$ cat config.mk
export PLATFORM = sky130hd
export DESIGN_NAME = cache_controller
export DESIGN_NICKNAME = d
export VERILOG_FILES = /design/src/rtl/cache_pkg.sv /design/src/rtl/cache_tag_store.sv /design/src/rtl/cache_controller.sv
export SDC_FILE = /design/constraint.sdc
export NUM_CORES = 1
export LEC_CHECK = 0
export ABC_CLOCK_PERIOD_IN_PS = 5900
export CORE_ASPECT_RATIO = 1.75
export CORE_MARGIN = 2
export CORE_UTILIZATION = 54
export CTS_CLUSTER_SIZE = 30
export DETAILED_ROUTE_END_ITERATION = 12
export DONT_BUFFER_PORTS = 1
export PLACE_DENSITY = 0.72
export SYNTH_ARGS = -nofsm -noshare
export SYNTH_HDL_FRONTEND = slang
export SYNTH_HIERARCHICAL = 1
export SYNTH_SLANG_ARGS = --single-unit
export TNS_END_PERCENT = 10
$ cat constraint.sdc
create_clock -name clk -period 5.9 [get_ports clk]
set_input_delay 0.295 -clock clk [delete_from_list [all_inputs] [get_ports clk]]
set_output_delay 0.295 -clock clk [all_outputs]
set_load 0.02 [all_outputs]
$ cat src/rtl/cache_pkg.sv
// Shared types and width helpers for the direct-mapped, 4-word-block cache controller.
// No logic; elaboration-time constants only.
// Not applicable (no datapath).
package cache_pkg;

    typedef enum logic [1:0] {
        IDLE  = 2'd0,
        FILL  = 2'd1,
        WRITE = 2'd2
    } state_e;

    localparam int WORDS_PER_BLOCK = 4;
    localparam int OFFSET_W        = 2;

    // Index bits needed to select one of 'blocks' cache lines.
    function automatic int idx_w(input int blocks);
        return $clog2(blocks);
    endfunction

    // Tag bits left over once the word offset and index are removed.
    function automatic int tag_w(input int addr_w, input int blocks);
        return addr_w - OFFSET_W - $clog2(blocks);
    endfunction

    // Data-array word address width: {index, offset}.
    function automatic int waddr_w(input int blocks);
        return $clog2(WORDS_PER_BLOCK * blocks);
    endfunction

endpackage

$ cat src/rtl/cache_tag_store.sv
// Tag + valid register file, one combinational lookup port and one write port.
// Lookup is 0-cycle; a write is visible from the cycle after it is presented.
// No backpressure: writes are always accepted.
module cache_tag_store
    import cache_pkg::*;
#(
    parameter int IDX_W = 3,
    parameter int TAG_W = 27
) (
    input  logic             clk_i,
    input  logic             rst_i,
    input  logic [IDX_W-1:0] rd_idx_i,
    input  logic [TAG_W-1:0] rd_tag_i,
    output logic             hit_o,
    input  logic             wr_en_i,
    input  logic [IDX_W-1:0] wr_idx_i,
    input  logic [TAG_W-1:0] wr_tag_i
);

    localparam int ENTRIES = 1 << IDX_W;

    logic [ENTRIES-1:0] valid_q;
    logic [TAG_W-1:0]   tag_q [ENTRIES];

    // Reset invalidates every line; a completed fill marks its line valid with the new tag.
    always_ff @(posedge clk_i) begin
        if (rst_i) begin
            valid_q <= '0;
            for (int i = 0; i < ENTRIES; i++) begin
                tag_q[i] <= '0;
            end
        end else if (wr_en_i) begin
            valid_q[wr_idx_i] <= 1'b1;
            tag_q[wr_idx_i]   <= wr_tag_i;
        end
    end

    // Hit is purely combinational from the stored state.
    always_comb begin
        hit_o = valid_q[rd_idx_i] && (tag_q[rd_idx_i] == rd_tag_i);
    end

endmodule

$ cat src/rtl/cache_controller.sv
// Direct-mapped cache sequencer: read-miss 4-word refill, write-through, no write-allocate.
// Read hit 0 cycles; read miss 1 + 4*L stall cycles; write stalls until memory accepts.
// Pipeline held via stall; memory requests are level-held until mem_ready.
module cache_controller
    import cache_pkg::*;
#(
    parameter int ADDR_WIDTH = 32,
    parameter int DATA_WIDTH = 32,
    parameter int BLOCKS_NUM = 8
) (
    input  logic                           clk,
    input  logic                           rst,
    input  logic                           cpu_rd,
    input  logic                           cpu_wr,
    input  logic [ADDR_WIDTH-1:0]          cpu_addr,
    input  logic [DATA_WIDTH-1:0]          cpu_wdata,
    output logic                           stall,
    output logic                           hit,
    output logic [waddr_w(BLOCKS_NUM)-1:0] cache_raddr,
    output logic                           cache_we,
    output logic [waddr_w(BLOCKS_NUM)-1:0] cache_waddr,
    output logic [DATA_WIDTH-1:0]          cache_wdata,
    output logic                           mem_rd,
    output logic                           mem_wr,
    output logic [ADDR_WIDTH-1:0]          mem_addr,
    output logic [DATA_WIDTH-1:0]          mem_wdata,
    input  logic                           mem_ready,
    input  logic [DATA_WIDTH-1:0]          mem_rdata
);

    localparam int IDX_W = idx_w(BLOCKS_NUM);
    localparam int TAG_W = tag_w(ADDR_WIDTH, BLOCKS_NUM);

    state_e                state_q, state_d;
    logic [OFFSET_W-1:0]   cnt_q, cnt_d;

    logic [OFFSET_W-1:0]   addr_offset;
    logic [IDX_W-1:0]      addr_index;
    logic [TAG_W-1:0]      addr_tag;
    logic [ADDR_WIDTH-1:0] block_base;
    logic                  fill_done;

    assign addr_offset = cpu_addr[OFFSET_W-1:0];
    assign addr_index  = cpu_addr[IDX_W+OFFSET_W-1:OFFSET_W];
    assign addr_tag    = cpu_addr[ADDR_WIDTH-1:IDX_W+OFFSET_W];
    assign block_base  = {cpu_addr[ADDR_WIDTH-1:OFFSET_W], {OFFSET_W{1'b0}}};

    // The line only becomes valid once the last word has landed, so an aborted fill stays invalid.
    assign fill_done = (state_q == FILL) && mem_ready && (cnt_q == 2'd3);

    cache_tag_store #(
        .IDX_W (IDX_W),
        .TAG_W (TAG_W)
    ) u_tag_store (
        .clk_i    (clk),
        .rst_i    (rst),
        .rd_idx_i (addr_index),
        .rd_tag_i (addr_tag),
        .hit_o    (hit),
        .wr_en_i  (fill_done),
        .wr_idx_i (addr_index),
        .wr_tag_i (addr_tag)
    );

    // State and fill-counter registers; reset aborts any fill or write in flight.
    always_ff @(posedge clk) begin
        if (rst) begin
            state_q <= IDLE;
            cnt_q   <= '0;
        end else begin
            state_q <= state_d;
            cnt_q   <= cnt_d;
        end
    end

    // Next-state decode and output muxing; every output idles at zero unless a state drives it.
    always_comb begin
        state_d     = state_q;
        cnt_d       = cnt_q;
        stall       = 1'b0;
        cache_raddr = '0;
        cache_we    = 1'b0;
        cache_waddr = '0;
        cache_wdata = '0;
        mem_rd      = 1'b0;
        mem_wr      = 1'b0;
        mem_addr    = '0;
        mem_wdata   = '0;

        case (state_q)
            IDLE: begin
                // Stores win over loads when both are presented.
                if (cpu_wr) begin
                    stall   = 1'b1;
                    state_d = WRITE;
                end else if (cpu_rd) begin
                    if (hit) begin
                        cache_raddr = {addr_index, addr_offset};
                    end else begin
                        stall   = 1'b1;
                        cnt_d   = '0;
                        state_d = FILL;
                    end
                end
            end

            FILL: begin
                // Stall stays high through the last word; the request replays as a hit in IDLE.
                stall    = 1'b1;
                mem_rd   = 1'b1;
                mem_addr = block_base + ADDR_WIDTH'(cnt_q);
                if (mem_ready) begin
                    cache_we    = 1'b1;
                    cache_waddr = {addr_index, cnt_q};
                    cache_wdata = mem_rdata;
                    cnt_d       = cnt_q + 2'd1;
                    if (cnt_q == 2'd3) begin
                        state_d = IDLE;
                    end
                end
            end

            WRITE: begin
                // Write-through: memory always written; the array is only updated on a hit.
                stall     = 1'b1;
                mem_wr    = 1'b1;
                mem_addr  = cpu_addr;
                mem_wdata = cpu_wdata;
                if (mem_ready) begin
                    stall   = 1'b0;
                    state_d = IDLE;
                    if (hit) begin
                        cache_we    = 1'b1;
                        cache_waddr = {addr_index, addr_offset};
                        cache_wdata = cpu_wdata;
                    end
                end
            end

            default: begin
                state_d = IDLE;
            end
        endcase
    end

endmodule

==> impl_results.md, run 1 <==
* Xor/xnor cell area share of the yosys netlist at less than 1%
* CP max stage delay at about 0.48 ns
* Ys flop type: edfxtp_1
* Endpoints failing setup at 0
* Post-Layout Cell Count at between 1000 and 1500
* Full die area at around 23000 um^2
* Vias in the first global route at ~8000
* Crit path max fanout at 23
* Clock root cell: clkbuf_16
* Number of synthesized flops with an enable pin at 216
* First-pass GRT wire length at roughly 50000 um
* Post-synthesis adder-cell area fraction at 0.839%
* Core area at around 22000 um^2
* Seq cells post-synth at 228
* Yosys warns at 6
* Most frequent CP cell: buf_4
* Die H at about 200 um
* Mux contribution to synthesized area at around a tenth
* Congestion Overflow GR at 0
* Distinct cells, synth at between 40 and 50
* Crit path depth at 11
* Final Cell Area at 13200 um^2
* CTS tree: done
* Tot GR Track Use at 28.7%
* Minimum clock period at 4.33 ns
* Top cells by count, synth: and2_1 (289), edfxtp_1 (216), mux2i_1 (74)
* Die span in x at 116 um
* Peak supply drop at between 0.0002 and 0.0003 V
* Clock skew at between 0.008 and 0.009 ns
* Post-CTS Setup Bufs at 0
* Row count at about 70
* Top-area cell type share of the netlist area at 54.3%
* Largest net degree at the start of global routing at 98
* Initial antenna violation count at 4
* DRC errors left at 0
* I/O Pins at roughly 210
* CP Class: reg2out
* Ys async rst share at 0%
* Drt total wl at between 30000 and 40000 um
* R2R cell count at 7
* Post-route ant nets at 0
* Family with the most delay on the worst path: simple AND/OR/NAND/NOR gates
* Nets at about 1100
* IO Port Bufs at 0
* Worst Setup End Kind: primary output
* Dpl cells at around 1200
* Initial drt markers at around 570
* Net Count, Synth at 1042
* Crit-path cells: mux4_2, mux2i_1, xnor2_1, a2111oi_2, nand4_1, nor4_2, buf_4, and2_1, buf_4, a22oi_1, nor2b_1
* CP Buf/Inv Count at 2
* Detailed-route wire length per cell at about 26 um
* Clock-pin transition on the worst setup and hold timing paths at 0.07 ns
* Synthesized area at roughly 12000 um^2
* Status: complete, no violations
* Longest Clk Path Bufs at 3
* Final GP Congestion at roughly 0.84
* Worst slew pin tran at between 1 and 1.5 ns
* Count leader, synth: and2_1
* Max-slew violation count at 0
* Initial Util at between 50% and 60%
* Layout Utilization at 60.2%
* Worst slack, placed at 1.78 ns
* Max_cap viols at 0
* Placed cell area at approximately 12000 um^2
* Final worst slack at approximately 1.6 ns
* Final Hold Fails at 0
* Worst setup SP type: register
* Worst slew margin at 17.5%
* Seq/Total Area, Yosys at 56.4%
* Post-detail-place hpwl at 19900 um
* Clock buffer count from CTS at 20
* Required time of the critical path at around 5.6 ns
* RSZ-0062 raised after global routing: no
* Worst Hold Class: in2reg
* Hold Crit Depth at 1
* Final TNS setup at 0 ns
* Worst-Skew Late Latency at ~0.49 ns
* Via count at between 7000 and 8000
* Final Hold Slack at a little under 0.009 ns
* Layout cells sized above 1 at between 10% and 20%
* Clock sinks at 228
* Number of H-tree levels at 1
* Critical path arrival at between 4 and 5 ns
* Syn-to-layout area delta at 10.3%
* Leakage at between 4 and 5 nW
* Power Density at between 200 and 300 nW/um^2
* Synth Area in Compound Gates at about 7.8%
* Post-Syn Instances at 933
* Synth Area in Simple Gates at roughly 20%
* Largest cells by area after synthesis: edfxtp_1 (54%), and2_1 (15%), mux2i_1 (6.2%)
* Total iterations of the first detailed-routing run at 5
* Period utilisation layout at between 70% and 80%
* Total power draw at around 3.6 mW
* Vias per cell at slightly above 6
* Syn_area_per_cell at around 13 um^2
* Synth area leader: edfxtp_1
* Fmax at roughly 0.23 GHz
* Slowest stage cell, crit path: mux4_2
* Largest family of logic cells by synthesized area: simple AND/OR/NAND/NOR gates
-- layer usage --
layer | routed length (um) | share of wire (%) | global-route usage, % | vias up
li1 | - | - | - | 3421
met1 | 11400 | 34 | 31.7 | 3820
met2 | 17900 | 54 | 51.0 | 375
met3 | 2690 | 8.1 | 7.16 | 80
met4 | 1380 | 4.1 | 12.9 | 2
met5 | 13 | 0.039 | 0 | -
-- registers in the layout, summed over array words and instances, names as in the netlist --
register	count
u_tag_store/tag_q	216
u_tag_store/valid_q	8
cnt_q	2
state_q	2
-- cells in the final DEF, fill, tap and decap left out, types with 4 or more instances in the layout --
cell	instances
nand4_1	5
mux4_2	22
buf_4	21
edfxtp_1	216
and2_1	289
xnor2_1	13
nand3b_1	4
nand2b_1	11
a21o_1	8
nor2_2	7
nor2_1	7
a22oi_2	10
a21oi_1	20
and3_1	14
o21ai_4	6
inv_1	4
mux2i_1	74
clkinv_2	4
a22oi_1	53
clkbuf_16	21
dlygate4sd3_1	34
nand2_1	16
nor2b_1	38
o22a_1	7
dfxtp_1	12
ha_1	8
clkinv_1	4
-- worst paths after layout --
| kind | start | end | slack, ns |
|---|---|---|---|
| setup / recovery | u_tag_store/tag_q[7][22]$_SDFFCE_PN0P_ | cache_wdata[1] | 1.57 |
| hold / removal | cpu_addr[8] | u_tag_store/tag_q[2][3]$_SDFFCE_PN0P_ | 0.009 |
| setup reg to reg | state_q[1]$_SDFFE_PP0P_ | u_tag_store/tag_q[0][2]$_SDFFCE_PN0P_ | 2.48 |
| hold reg to reg | u_tag_store/valid_q[6]$_SDFFE_PP0P_ | u_tag_store/valid_q[6]$_SDFFE_PP0P_ | 0.46 |
-- where the power goes --
group / internal [mW] / switching [mW] / total, mW
combinational: 0.176 / 0.314 / 0.490
clock: 0.689 / 0.551 / 1.24
sequential: 1.82 / 0.0171 / 1.84
total: 2.68 / 0.882 / 3.56
-- what timing repair did --
action,CTS,global route
endpoints found under the setup margin,0,0
gates resized for setup,0,0
hold buffers,31,3
endpoints found under the hold margin,191,3
-- cell type report --
| cell class | count | area (um^2) |
|---|---|---|
| inverter | 4 | 15.0 |
| fill | 1762 | 8720 |
| clock inverter | 9 | 65.1 |
| multi-input combinational | 641 | 4950 |
| antenna | 3 | 7.51 |
| clock buffer | 24 | 537 |
| tap | 296 | 370 |
| timing repair buffer | 55 | 498 |
| sequential | 228 | 6730 |
-- cell families after synthesis --
kind of cell | Yosys count
flops | 228
xor+xnor | 13
compound gates | 121
buf+inv | 64
simple gates | 401
fa+ha+maj | 8
mux | 98
No activity file was read; power rests on OpenSTA's default activity.
==> inputs of run 2 (changes only) <==
- ABC_CLOCK_PERIOD_IN_PS: 5900 -> 3900
- PLACE_DENSITY: 0.72 -> 0.75
- clock period: 5.9 -> 3.9 ns (I/O delays scaled with it)
==> run 2 against run 1 <==
Net effect:
- first-iteration DRC count decreased by 5.4%
- global-route usage increased by 0.32 points
- clock skew increased by 0.0028 ns
==> impl_results.md, run 2 (synthesis gave the netlist of run 1 again) <==
* Syn-to-layout area delta at 13.5% (was 10.3%)
* Core area at 21900 um^2 (unchanged)
* Clock root cell: clkbuf_16 (unchanged)
* Post-CTS Setup Bufs at 0 (unchanged)
* CTS tree: done (unchanged)
* Die span in x at 116 um (unchanged)
* Total iterations of the first detailed-routing run at 5 (unchanged)
* Layout fillers at 1710 (was 1762)
* Fmax at 0.269 GHz
* Vias in the first global route at 8210 (was 7967)
* Worst slew margin at 27.7% (was 17.5%)
* Minimum clock period at 3.72 ns
* Worst setup SP type: register (unchanged)
* Post-detail-place hpwl at 20700 um (was 19900 um)
* First-pass GRT wire length at 49600 um (was 48800 um)
* Leakage at 5.16 nW (was 4.92 nW)
* Biggest registers after layout: u_tag_store/tag_q x216, u_tag_store/valid_q x8 (unchanged)
* Clock skew at 0.0110 ns (was 0.00820 ns)
* Row count at 72 (unchanged)
* Max-slew violation count at 0 (unchanged)
* Full die area at 23400 um^2 (unchanged)
* Post-Layout Cell Count at 1303 (was 1260)
* Worst Setup End Kind: primary output (unchanged)
* Detailed-route wire length per cell at 25.8 um (was 26.5 um)
* Final TNS setup at 0 ns (unchanged)
* Most flop-heavy register: u_tag_store/tag_q (unchanged)
* IO Port Bufs at 0 (unchanged)
* Worst-Skew Late Latency at 0.51 ns (was 0.49 ns)
* Layout cells sized above 1 at 15.2% (was 11.0%)
* Initial Util at 54.5% (unchanged)
* Crit path max fanout at 33 (was 23)
* Vias per cell at 6.05 (was 6.11)
* Longest Clk Path Bufs at 3 (unchanged)
* Required time of the critical path at 3.70 ns (was 5.61 ns)
* Period utilisation layout at approximately 95%
* Max reg flops at 216 (unchanged)
* Die H at 201 um (unchanged)
* Drt total wl at 33600 um (was 33300 um)
* RSZ-0062 raised after global routing: no (unchanged)
* Endpoints failing setup at 0 (unchanged)
* Initial antenna violation count at 3 (was 4)
* Peak supply drop at 0.000377 V (was 0.000266 V)
* Tot GR Track Use at 29.1% (was 28.7%)
* Commonest cells after routing, fill and taps aside: and2_1 (289), edfxtp_1 (216), mux2i_1 (74), buf_4 (60), a22oi_1 (53) (was and2_1 (289), edfxtp_1 (216), mux2i_1 (74), a22oi_1 (53), nor2b_1 (38))
* Clock-pin transition on the worst setup and hold timing paths at 0.07 ns (about the same)
* Status: complete, no violations (unchanged)
* Congestion Overflow GR at 0 (unchanged)
* Layout Utilization at 61.9% (was 60.2%)
* Final Hold Fails at 0 (unchanged)
* Max_cap viols at 0 (unchanged)
* Clock buffer count from CTS at 21 (was 20)
* CP Class: reg2out (unchanged)
* Dpl cells at 1231 (was 1190)
* Most common cell after layout, fill and taps aside: and2_1 (unchanged)
* Worst slew pin tran at 1.08 ns (was 1.23 ns)
* Largest net degree at the start of global routing at 98 (unchanged)
* I/O Pins at 212 (unchanged)
* Post-route ant nets at 0 (unchanged)
* Clock sinks at 228 (unchanged)
* Final GP Congestion at 0.828 (was 0.837)
* Via count at 7879 (was 7698)
* DRC errors left at 0 (unchanged)
* Power Density at 412 nW/um^2 (was 271 nW/um^2)
* Initial drt markers at 538 (was 569)
* Critical path arrival at 3.53 ns (was 4.03 ns)
* Worst Hold Class: in2reg (unchanged)
* Number of H-tree levels at 1 (unchanged)
* Nets at 1098 (was 1059)
==> run 2: cell types whose count changed in the layout (fill, tap and decap cells not counted) <==
cell	change
bufinv_16	+1
dlygate4sd3_1	-3
buf_12	+1
inv_6	+1
buf_6	+1
clkbuf_8	+1
clkbuf_1	+2
clkinv_1	-3
buf_4	+39
clkinvlp_4	+2
clkinv_8	+1
==> run 2: area by class of cell <==
class	instances	area [um^2]	share of cell area (%)
Clock inverter	11	124	0.915
Clock buffer	27	558	4.12
Timing Repair Buffer	93	792	5.85
Multi-Input combinational cell	641	4950	36.5
Inverter	4	15.0	0.111
Tap cell	296	370	2.73
Antenna cell	3	7.51	0.0554
Sequential cell	228	6730	49.7
==> run 2: timing repair <==
| item | 4_1_cts | 5_1_grt |
|---|---|---|
| gates resized for setup | 0 | 1 |
| endpoints found under the hold margin | 220 | 0 |
| setup endpoints to repair | 0 | 8 |
| hold buffers | 31 | 0 |
==> run 2: per-layer routing <==
layer / global-route usage, % / part of all wire, %
met5: 0 / 0
met2: 51.7 / 53
met1: 32.7 / 34
met4: 12.9 / 4.2
met3: 6.13 / 9.0
==> run 2: per-stage QoR <==
stage / setup WS (ns) / power (mW) / hold WS [ns] / instance area [um^2]
4_1_cts: 0.141 / 5.61 / 0.00755 / 13500
6_report: 0.179 / 5.59 / 0.0175 / 13500
2_1_floorplan: 0.443 / 3.40 / 0.264 / 11900
3_3_place_gp: 0.740 / 3.53 / 0.269 / 12500
5_1_grt: 0.0107 / 5.77 / 0.0661 / 13500
3_5_place_dp: 0.679 / 3.54 / 0.269 / 12500
==> run 2: worst paths after layout <==
| path | depth (start not counted) | slack [ns] | endpoint | start |
|---|---|---|---|---|
| max | 11 | 0.18 | cache_waddr[1] | u_tag_store/tag_q[7][21]$_SDFFCE_PN0P_ |
| min | 3 | 0.02 | state_q[0]$_SDFFE_PP0P_ | cpu_wr |
| max reg2reg | 12 | 0.33 | state_q[0]$_SDFFE_PP0P_ | u_tag_store/tag_q[7][21]$_SDFFCE_PN0P_ |
| min reg2reg | 1 | 0.45 | u_tag_store/valid_q[0]$_SDFFE_PP0P_ | u_tag_store/valid_q[0]$_SDFFE_PP0P_ |
==> run 2: critical path, stage by stage, from the launching register on <==
cell and delay, ns:
edfxtp_1 0.37, mux4_2 0.50, a221oi_2 0.22, xnor2_1 0.13, o21ai_0 0.27, nand4_1 0.16
nor4_2 0.43, and2_1 0.20, buf_6 0.28, a32oi_1 0.14, nor2b_1 0.17, buf_4 0.15
==> run 2: power by group <==
part | switching [mW] | total [mW] | internal [mW]
logic | 0.481 | 0.767 | 0.286
clock network | 0.885 | 2.04 | 1.16
registers | 0.0279 | 2.78 | 2.75
==> inputs of run 3 (changes only) <==
- HOLD_SLACK_MARGIN: default -> 0.05
==> run 3 against run 2 <==
Net effect:
- clock power about the same
- sequential share of layout area down 0.073 points
- clock-buffer cell count unchanged
- clock skew about the same
- maximum frequency up 1.1%
- critical path depth unchanged
- worst hold slack better by 0.053 ns
- die area unchanged
- critical path type unchanged
- global-route usage about the same
==> impl_results.md, run 3 (synthesis gave the netlist of run 1 again) <==
* Hold Crit Depth at 4 (was 3)
* CP Class: reg2out (unchanged)
* Layout cells sized above 1 at 15.2% (about the same)
* Crit path max fanout at 33 (unchanged)
* Congestion Overflow GR at 0 (unchanged)
* Commonest cells after routing, fill and taps aside: and2_1 (289), edfxtp_1 (216), mux2i_1 (74), buf_4 (60), a22oi_1 (53) (unchanged)
* Required time of the critical path at 3.70 ns (about the same)
* Vias per cell at 6.05 (about the same)
* Final GP Congestion at 0.828 (unchanged)
* Most flop-heavy register: u_tag_store/tag_q (unchanged)
* Post-CTS Setup Bufs at 0 (unchanged)
* Period utilisation layout at 94.4% (was 95.4%)
* CTS tree: done (unchanged)
* First-pass GRT wire length at 49600 um (about the same)
* Status: complete, no violations (unchanged)
* Worst slack, placed at 0.679 ns (unchanged)
* Final worst slack at 0.219 ns (was 0.179 ns)
* Peak supply drop at 0.000377 V (about the same)
* Post-route ant nets at 0 (unchanged)
* Post-detail-place hpwl at 20700 um (unchanged)
* Worst Setup End Kind: primary output (unchanged)
* Fmax at 0.272 GHz (was 0.269 GHz)
* Via count at 7899 (was 7879)
* I/O Pins at 212 (unchanged)
* Largest net degree at the start of global routing at 98 (unchanged)
* Layout fillers at 1708 (was 1710)
* Initial Util at 54.5% (unchanged)
* Worst Hold Class: in2reg (unchanged)
* Power Density at 412 nW/um^2 (about the same)
* Max reg flops at 216 (unchanged)
* Tot GR Track Use at 29.0% (was 29.1%)
* Biggest registers after layout: u_tag_store/tag_q x216, u_tag_store/valid_q x8 (unchanged)
* Minimum clock period at 3.68 ns (was 3.72 ns)
* DRC errors left at 0 (unchanged)
* Core area at 21900 um^2 (unchanged)
* Detailed-route wire length per cell at 25.8 um (about the same)
* Leakage at 5.17 nW (was 5.16 nW)
* Number of H-tree levels at 1 (unchanged)
* Clock buffer count from CTS at 21 (unchanged)
* Critical path arrival at 3.49 ns (was 3.53 ns)
* Total iterations of the first detailed-routing run at 7 (was 5)
* Max_cap viols at 0 (unchanged)
* Endpoints failing setup at 0 (unchanged)
* Die span in x at 116 um (unchanged)
* Row count at 72 (unchanged)
* Clock skew at 0.0115 ns (was 0.0110 ns)
* Initial drt markers at 552 (was 538)
* RSZ-0062 raised after global routing: no (unchanged)
* Clock sinks at 228 (unchanged)
* Final TNS setup at 0 ns (unchanged)
* Total power draw at 5.59 mW (about the same)
* Worst slew pin tran at 1.08 ns (about the same)
* Longest Clk Path Bufs at 3 (unchanged)
* Max-slew violation count at 0 (unchanged)
* Setup slack, reg-to-reg at 0.43 ns (was 0.33 ns)
* Worst setup SP type: register (unchanged)
* Drt total wl at 33700 um (was 33600 um)
* Initial antenna violation count at 2 (was 3)
* IO Port Bufs at 0 (unchanged)
* Vias in the first global route at 8214 (was 8210)
* Worst-Skew Late Latency at 0.51 ns (about the same)
* Worst slew margin at 27.8% (was 27.7%)
* Nets at 1100 (was 1098)
* Syn-to-layout area delta at 13.6% (was 13.5%)
* Layout Utilization at 62.0% (was 61.9%)
* Clock-pin transition on the worst setup and hold timing paths at 0.07 ns (about the same)
* Most common cell after layout, fill and taps aside: and2_1 (unchanged)
* R2R cell count at 12 (unchanged)
* Clock root cell: clkbuf_16 (unchanged)
* Full die area at 23400 um^2 (unchanged)
* Die H at 201 um (unchanged)
* Final Hold Fails at 0 (unchanged)
## run 3: through the flow
stage,cell area (um^2),cells,hold slack (ns)
4_1_cts,13600,1302,0.0616
3_5_place_dp,12500,1231,0.269
3_3_place_gp,12500,1231,0.269
6_report,13600,1305,0.0705
2_1_floorplan,11900,933,0.264
5_1_grt,13600,1304,0.104
## run 3: path summary, 6_finish.rpt
path	startpoint	to
hold / removal	cpu_rd	state_q[0]$_SDFFE_PP0P_
setup / recovery	u_tag_store/tag_q[7][21]$_SDFFCE_PN0P_	cache_waddr[1]
setup reg to reg	u_tag_store/tag_q[7][21]$_SDFFCE_PN0P_	state_q[1]$_SDFFE_PP0P_
hold reg to reg	u_tag_store/valid_q[0]$_SDFFE_PP0P_	u_tag_store/valid_q[0]$_SDFFE_PP0P_
## run 3: area by class of cell
| type | count | area, um^2 | area share (%) |
|---|---|---|---|
| Sequential cell | 228 | 6730 | 49.6 |
| Multi-Input combinational cell | 641 | 4950 | 36.5 |
| Timing Repair Buffer | 95 | 812 | 5.99 |
| Clock buffer | 27 | 558 | 4.11 |
| Tap cell | 296 | 370 | 2.73 |
| Clock inverter | 11 | 124 | 0.913 |
| Inverter | 4 | 15.0 | 0.111 |
| Antenna cell | 3 | 7.51 | 0.0554 |
## run 3: worst max-delay path: stages, from the launching register on
cell and delay [ns]:
edfxtp_1 0.36, mux4_2 0.50, a221oi_2 0.22, xnor2_1 0.12
o21ai_0 0.25, nand4_1 0.15, nor4_2 0.42, and2_1 0.20
buf_6 0.28, a32oi_1 0.14, nor2b_1 0.17, buf_4 0.15
## run 3: power breakdown
part | switching [mW] | total (mW) | internal, mW
logic | 0.482 | 0.765 | 0.283
registers | 0.0281 | 2.78 | 2.75
clock network | 0.888 | 2.04 | 1.16
total | 1.40 | 5.59 | 4.19
## run 3: layer usage
metal	vias to the layer above	GRT usage, %	routed length, um
li1	3499	-	-
met1	3892	32.5	11500
met2	422	51.9	17800
met3	86	6.37	2970
met4	0	12.6	1400
met5	-	0	0
## run 3: what timing repair did
| action | CTS | global route |
|---|---|---|
| gates resized for setup | 0 | 1 |
| endpoints found under the hold margin | 220 | 0 |
| hold buffers | 33 | 0 |
| endpoints found under the setup margin | 0 | 8 |
